## src/rtl/uart_tx_arbiter.sv

```systemverilog
// uart_tx_arbiter
//   Round-robin arbiter that lets one of NUM_REQ byte-stream requesters own
//   the ring TX data port for a whole message. The message ends when the
//   owner's EOM_BYTE is accepted, or when the owner stays idle for
//   IDLE_TIMEOUT cycles. Each accepted byte is written to the ring one cycle
//   later as a 32-bit word {24'h0, byte}.
//
// Ports
//   clk        : clock, rising edge
//   rst        : asynchronous active-high reset
//   req_valid  : [NUM_REQ] requester i offers a byte
//   req_data   : [8*NUM_REQ] byte of requester i in bits [8i+7:8i]
//   req_ready  : [NUM_REQ] byte of requester i accepted this cycle (combinational)
//   tx_full    : ring TX buffer cannot take a byte this cycle
//   out_we     : one-cycle write strobe to the ring data port
//   out_data   : {24'h0, byte}, valid while out_we=1, holds otherwise
//   grant      : [NUM_REQ] one-hot current owner, 0 when none
//   busy       : high whenever the FSM is not IDLE
module uart_tx_arbiter #(
  parameter int          NUM_REQ      = 3,
  parameter logic [7:0]  EOM_BYTE     = 8'h0A,
  parameter int          IDLE_TIMEOUT = 255
) (
  input  logic                 clk,
  input  logic                 rst,
  input  logic [NUM_REQ-1:0]   req_valid,
  input  logic [8*NUM_REQ-1:0] req_data,
  output logic [NUM_REQ-1:0]   req_ready,
  input  logic                 tx_full,
  output logic                 out_we,
  output logic [31:0]          out_data,
  output logic [NUM_REQ-1:0]   grant,
  output logic                 busy
);

  localparam int PTR_W = $clog2(NUM_REQ);
  localparam int CNT_W = $clog2(IDLE_TIMEOUT + 1);

  typedef enum logic [1:0] {IDLE, ARB, XFER, RELEASE} state_t;

  state_t               state_q, state_d;
  logic [NUM_REQ-1:0]   grant_q, grant_d;
  logic [PTR_W-1:0]     rr_ptr_q, rr_ptr_d;
  logic [CNT_W-1:0]     idle_cnt_q, idle_cnt_d;
  logic                 out_we_q, out_we_d;
  logic [31:0]          out_data_q, out_data_d;

  logic [PTR_W-1:0]     gidx;
  logic [PTR_W+2:0]     byte_shift;
  logic [7:0]           acc_byte;
  logic                 accept;
  logic [2*NUM_REQ-1:0] rot_wide;
  logic [NUM_REQ-1:0]   rot_valid;
  logic                 found;
  logic [PTR_W-1:0]     pick;
  int                   nxt;

  // Only the owner, in XFER, with a byte offered and room downstream.
  assign req_ready = (state_q == XFER) ? (grant_q & req_valid & {NUM_REQ{~tx_full}})
                                       : '0;
  assign accept    = |req_ready;

  assign grant     = grant_q;
  assign busy      = (state_q != IDLE);
  assign out_we    = out_we_q;
  assign out_data  = out_data_q;

  always_comb begin
    gidx = '0;
    for (int i = 0; i < NUM_REQ; i++) begin
      if (grant_q[i]) gidx = PTR_W'(i);
    end
    byte_shift = {gidx, 3'b000};
    acc_byte   = 8'(req_data >> byte_shift);

    // Rotate so that bit 0 is the requester at rr_ptr; the first set bit k
    // then maps back to (rr_ptr + k) mod NUM_REQ.
    rot_wide  = {req_valid, req_valid} >> rr_ptr_q;
    rot_valid = rot_wide[NUM_REQ-1:0];
    found     = 1'b0;
    pick      = '0;
    for (int k = 0; k < NUM_REQ; k++) begin
      if (!found && rot_valid[k]) begin
        found = 1'b1;
        pick  = PTR_W'((int'(rr_ptr_q) + k) % NUM_REQ);
      end
    end
    nxt = (int'(gidx) + 1) % NUM_REQ;

    state_d    = state_q;
    grant_d    = grant_q;
    rr_ptr_d   = rr_ptr_q;
    idle_cnt_d = idle_cnt_q;
    out_we_d   = accept;
    out_data_d = accept ? {24'h0, acc_byte} : out_data_q;

    case (state_q)
      IDLE: begin
        if (|req_valid) state_d = ARB;
      end
      ARB: begin
        if (found) begin
          grant_d       = '0;
          grant_d[pick] = 1'b1;
          state_d       = XFER;
        end else begin
          state_d = IDLE;
        end
      end
      XFER: begin
        // An accept wins over the timeout; tx_full with the owner valid
        // simply holds the counter.
        if (accept) begin
          idle_cnt_d = '0;
          if (acc_byte == EOM_BYTE) state_d = RELEASE;
        end else if (!(|(grant_q & req_valid))) begin
          if (idle_cnt_q == CNT_W'(IDLE_TIMEOUT - 1)) begin
            idle_cnt_d = CNT_W'(IDLE_TIMEOUT);
            state_d    = RELEASE;
          end else begin
            idle_cnt_d = idle_cnt_q + CNT_W'(1);
          end
        end
      end
      RELEASE: begin
        grant_d    = '0;
        rr_ptr_d   = PTR_W'(nxt);
        idle_cnt_d = '0;
        state_d    = IDLE;
      end
      default: state_d = IDLE;
    endcase
  end

  always_ff @(posedge clk or posedge rst) begin
    if (rst) begin
      state_q    <= IDLE;
      grant_q    <= '0;
      rr_ptr_q   <= '0;
      idle_cnt_q <= '0;
      out_we_q   <= 1'b0;
      out_data_q <= '0;
    end else begin
      state_q    <= state_d;
      grant_q    <= grant_d;
      rr_ptr_q   <= rr_ptr_d;
      idle_cnt_q <= idle_cnt_d;
      out_we_q   <= out_we_d;
      out_data_q <= out_data_d;
    end
  end

endmodule

```

## config.mk

```make
export PLATFORM = sky130hd
export DESIGN_NAME = uart_tx_arbiter
export DESIGN_NICKNAME = d
export VERILOG_FILES = /design/src/rtl/uart_tx_arbiter.sv
export SDC_FILE = /design/constraint.sdc
export NUM_CORES = 1
export LEC_CHECK = 0
export CAP_MARGIN = 5
export CORE_MARGIN = 5
export CORE_UTILIZATION = 39
export DETAILED_ROUTE_END_ITERATION = 6
export GPL_TIMING_DRIVEN = 0
export PLACE_DENSITY = 0.77
export SLEW_MARGIN = 20
export SYNTH_ARGS = -nofsm -noshare
export SYNTH_HDL_FRONTEND = slang
export SYNTH_SLANG_ARGS = --single-unit
export TNS_END_PERCENT = 50
```

## constraint.sdc

```tcl
create_clock -name clk -period 2.05 [get_ports clk]
set_clock_uncertainty 0.15 [all_clocks]
set_input_delay 0.615 -clock clk [delete_from_list [all_inputs] [get_ports clk]]
set_output_delay 0.615 -clock clk [all_outputs]
set_load 0.01 [all_outputs]
```

==> summary.txt <==
Outcome
  • Status: finished with violations
  • Violated checks: setup timing

Setup path
  • CP Launch Type: input pin
  • CP peak stage delay: 0.36 ns
  • Reg2reg path depth: 6
  • Worst path bufs/invs: 3
  • FF-to-FF setup slack: 0.05 ns
  • Reg2reg start: grant[1]$_DFFE_PP0P_
  • Critical Path Sink Type: flip-flop
  • WP depth: 6
  • Setup CP Type: in2reg
  • CP delay by family, top: compound AO/OA/AOI/OAI gates
  • CP cell instances: buf_2 > buf_8 > a222oi_1 > buf_4 > mux2_4 > a2111oi_4
  • Max FO, Critical Path: 6
  • Arrival @ worst endpoint: 2.10 ns
  • Worst Path Required: 2.06 ns
  • Worst reg2reg endpoint: state_q[0]$_DFFE_PP0P_
  • Slowest-stage cell, CP: a2111oi_4

Clock tree
  • # clock sinks: 24
  • CTS clock-pin slew for the worst setup and hold paths: 0.09 ns
  • Root Buffer: clkbuf_8
  • Worst-Skew Late Latency: 0.27 ns
  • CTS max path bufs: 2
  • CTS tree: yes
  • Hold_buf cts: 0
  • H-Tree Depth: 1
  • CTS buffer count: 3

Cells and area
  • Diodes inserted: 0
  • Sequential cell area: 604 um^2
  • Multi-input gate area: 0.00107 mm^2
  • Area Overhead vs Synth: 49.7%
  • Design Area, Final: about 0.0026 mm^2
  • Fin cells: ~330
  • Layout cells sized above 1: 30.0%
  • Nets: 308
  • Fill cells: 373

Routing
  • WL final: 4280 um
  • Antenna viol nets, final: 0
  • Vias: 1610
  • Max Used Layer: met4
  • Via density: 4.95
  • WL met1: 1780 um
  • Met3 wire length: 334 um
  • DR pass1 iterations: 4
  • DRC: 0
  • Routed length per instance: around 13 um
  • Wire length on met2: 2110 um
  • Starting DRT DRC Count: 84

STA
  • Worst-margin pin slew: 0.863 ns
  • F_max: 0.478 GHz
  • Crit share post-route: 102%
  • Period minus WS final: ~2.1 ns
  • Finish-stage setup viols: 2
  • Final WS setup: -0.0400 ns
  • Fin. Hold Viols: 0
  • Max-slew violations: 0
  • RSZ-0062 raised after global routing: true
  • Rel. slew slack: 42.1%

Global route
  • Initial antenna violation count: 0
  • Global-route wire length before repair: 7090 um
  • Global-route usage over all layers: between 10% and 20%
  • GRT overflow: 0
  • Largest net degree at the start of global routing: 25
  • Vias in the first global route: 1531

Placement
  • Placed cell count: 311
  • Final Wtd Congestion: 0.849
  • Number of port buffers: 44
  • Place WS: -0.940 ns
  • Placed cell areas: 0.00234 mm^2
  • Final HPWL DP: 3150 um

Floorplanning
  • Die Y-Extent: roughly 76 um
  • Initial Utilization: roughly two fifths
  • Die area: 0.00584 mm^2
  • Core Box Area: 0.00432 mm^2
  • Cell Rows: 24
  • Die X: ~76 um
  • Io pins: 70

Min path
  • WHS Path Cells: 1
  • Critical hold path startpoint: out_data[6]$_DFFE_PP0P_
  • Hold Path End: out_data[6]$_DFFE_PP0P_
  • Hold Path Class: reg2reg

Yosys
  • Mapped Area: 0.00172 mm^2
  • Seq cells post-synth: 24
  • Synth Warn #: 0
  • Synth Area per Inst: 8.95 um^2
  • Main synth FF type: dfrtp_1
  • Number of flops mapped to enable cells by yosys: 0
  • Sequential share of the synthesized area: 34.9%
  • Gate count after technology mapping: 192
  • Ys async rst share: between 90% and 100%
  • Library cells used by synthesis: 46

Power and ir drop
  • Leak Pwr: 0.00119 uW
  • Pwr/cell area: 988 mW/mm^2
  • Peak VDD IR: between 0.5 and 0.6 mV

Run
  • Max-cap violations: 0
==> synth_stat cells, types with 2 or more instances <==
cell type  instances  area share [%]
buf_4             24              10
dfrtp_1           24              35
nand2_1           20             4.4
o21ai_0           13             3.8
mux2i_1           11             6.4
nor2_1            10             2.2
mux2_2             9             5.9
inv_1              8             1.7
a21oi_1            6             1.7
clkbuf_1           6             1.3
nand3_1            5             1.5
ha_1               4             2.9
nand2b_1           4             1.5
o21ai_1            4             1.2
nor3b_1            3             1.3
o31ai_1            3             1.3
a21o_1             2            0.87
a222oi_1           2             1.2
a22o_1             2             1.0
a32o_1             2             1.2
buf_2              2            0.58
nand3b_1           2            0.87
nand4_1            2            0.73
nor4b_1            2             1.0
==> layer usage <==
metal,up-vias,track usage [%]
li1,798,-
met1,743,18.0
met2,63,24.0
met3,6,3.31
met4,0,4.72
met5,-,0
==> cells by family (layout without fill, tap and decap cells) <==
| family | Yosys count | count (layout) | share of synthesized area [%] |
|---|---|---|---|
| other | 1 | 24 | 0.218 |
| muxes | 20 | 20 | 12.3 |
| adders and majority gates | 4 | 4 | 2.91 |
| and+or+nand+nor | 56 | 56 | 16.6 |
| AOI/OAI and AO/OA | 47 | 47 | 18.9 |
| DFF | 24 | 24 | 34.9 |
| buffers and inverters | 40 | 98 | 14.1 |
==> layout make-up <==
class	instances	share of cell area (%)
plain buffers	31	9.53
clock buffers	4	2.14
inverters	8	1.17
multi-input cells	151	41.7
flip-flops and latches	24	23.5
well taps	52	2.53
repair buffers	55	19.5
==> what timing repair did <==
item	CTS	global route
buffers inserted	9	2
resized for setup	47	20
gates cloned	0	0
setup endpoints to repair	26	14
pin swaps	6	4
hold endpoints to repair	0	0
==> flip-flops by register name (all words and copies together), names as in the netlist, named ones only <==
register,flops
grant,3
state_q,1
idle_cnt_q,8
out_we,1
out_data,8
rr_ptr_q,2
==> cells in the final DEF, fill, tap and decap left out, types with 3 or more instances in the layout <==
| master | Yosys | layout |
|---|---|---|
| nand2_1 | 20 | 20 |
| dfrtp_1 | 24 | 21 |
| o21ai_0 | 13 | 10 |
| ha_1 | 4 | 4 |
| dlymetal6s2s_1 | 0 | 3 |
| nand2b_1 | 4 | 3 |
| nor2_1 | 10 | 8 |
| a21oi_1 | 6 | 4 |
| conb_1 | 1 | 24 |
| nand3_1 | 5 | 5 |
| buf_4 | 24 | 36 |
| inv_1 | 8 | 7 |
| mux2i_1 | 11 | 11 |
| o21ai_1 | 4 | 6 |
| clkdlybuf4s50_1 | 0 | 34 |
| buf_2 | 2 | 6 |
| clkbuf_8 | 0 | 4 |
| mux2_2 | 9 | 8 |
| dfrtp_2 | 0 | 3 |
==> worst max-delay path by stage <==
stage | endpoint | start | slack [ns]
finish | state_q[0]$_DFFE_PP0P_ | req_valid[1] | -0.04
global route | state_q[0]$_DFFE_PP0P_ | req_data[10] | -0.07
CTS | req_ready[1] | state_q[0]$_DFFE_PP0P_ | -0.02
detailed placement | req_ready[0] | req_valid[0] | -0.94
global placement | req_ready[0] | req_valid[0] | -0.95
floorplan | state_q[0]$_DFFE_PP0P_ | req_valid[1] | -0.18
==> per-stage QoR <==
stage / hold WS, ns / util, % / setup TNS [ns] / total power, uW
final: 0.370 / 59.5 / -0.0550 / 2540
after global routing: 0.380 / 59.5 / -0.312 / 2720
after CTS: 0.370 / 58.0 / -0.0596 / 2450
after detailed placement: 0.345 / 54.0 / -18.30 / 1940
after global placement: 0.339 / 54.0 / -17.68 / 1910
after floorplan: 0.331 / - / -0.683 / 1500
==> power breakdown <==
| group | leakage (uW) | internal (uW) | switching, uW |
|---|---|---|---|
| clock network | 0.0000288 | 172 | 160 |
| registers | 0.000309 | 626 | 127 |
| logic | 0.000851 | 761 | 696 |
| total | 0.00119 | 1560 | 984 |
No activity file was read; power rests on OpenSTA's default activity.
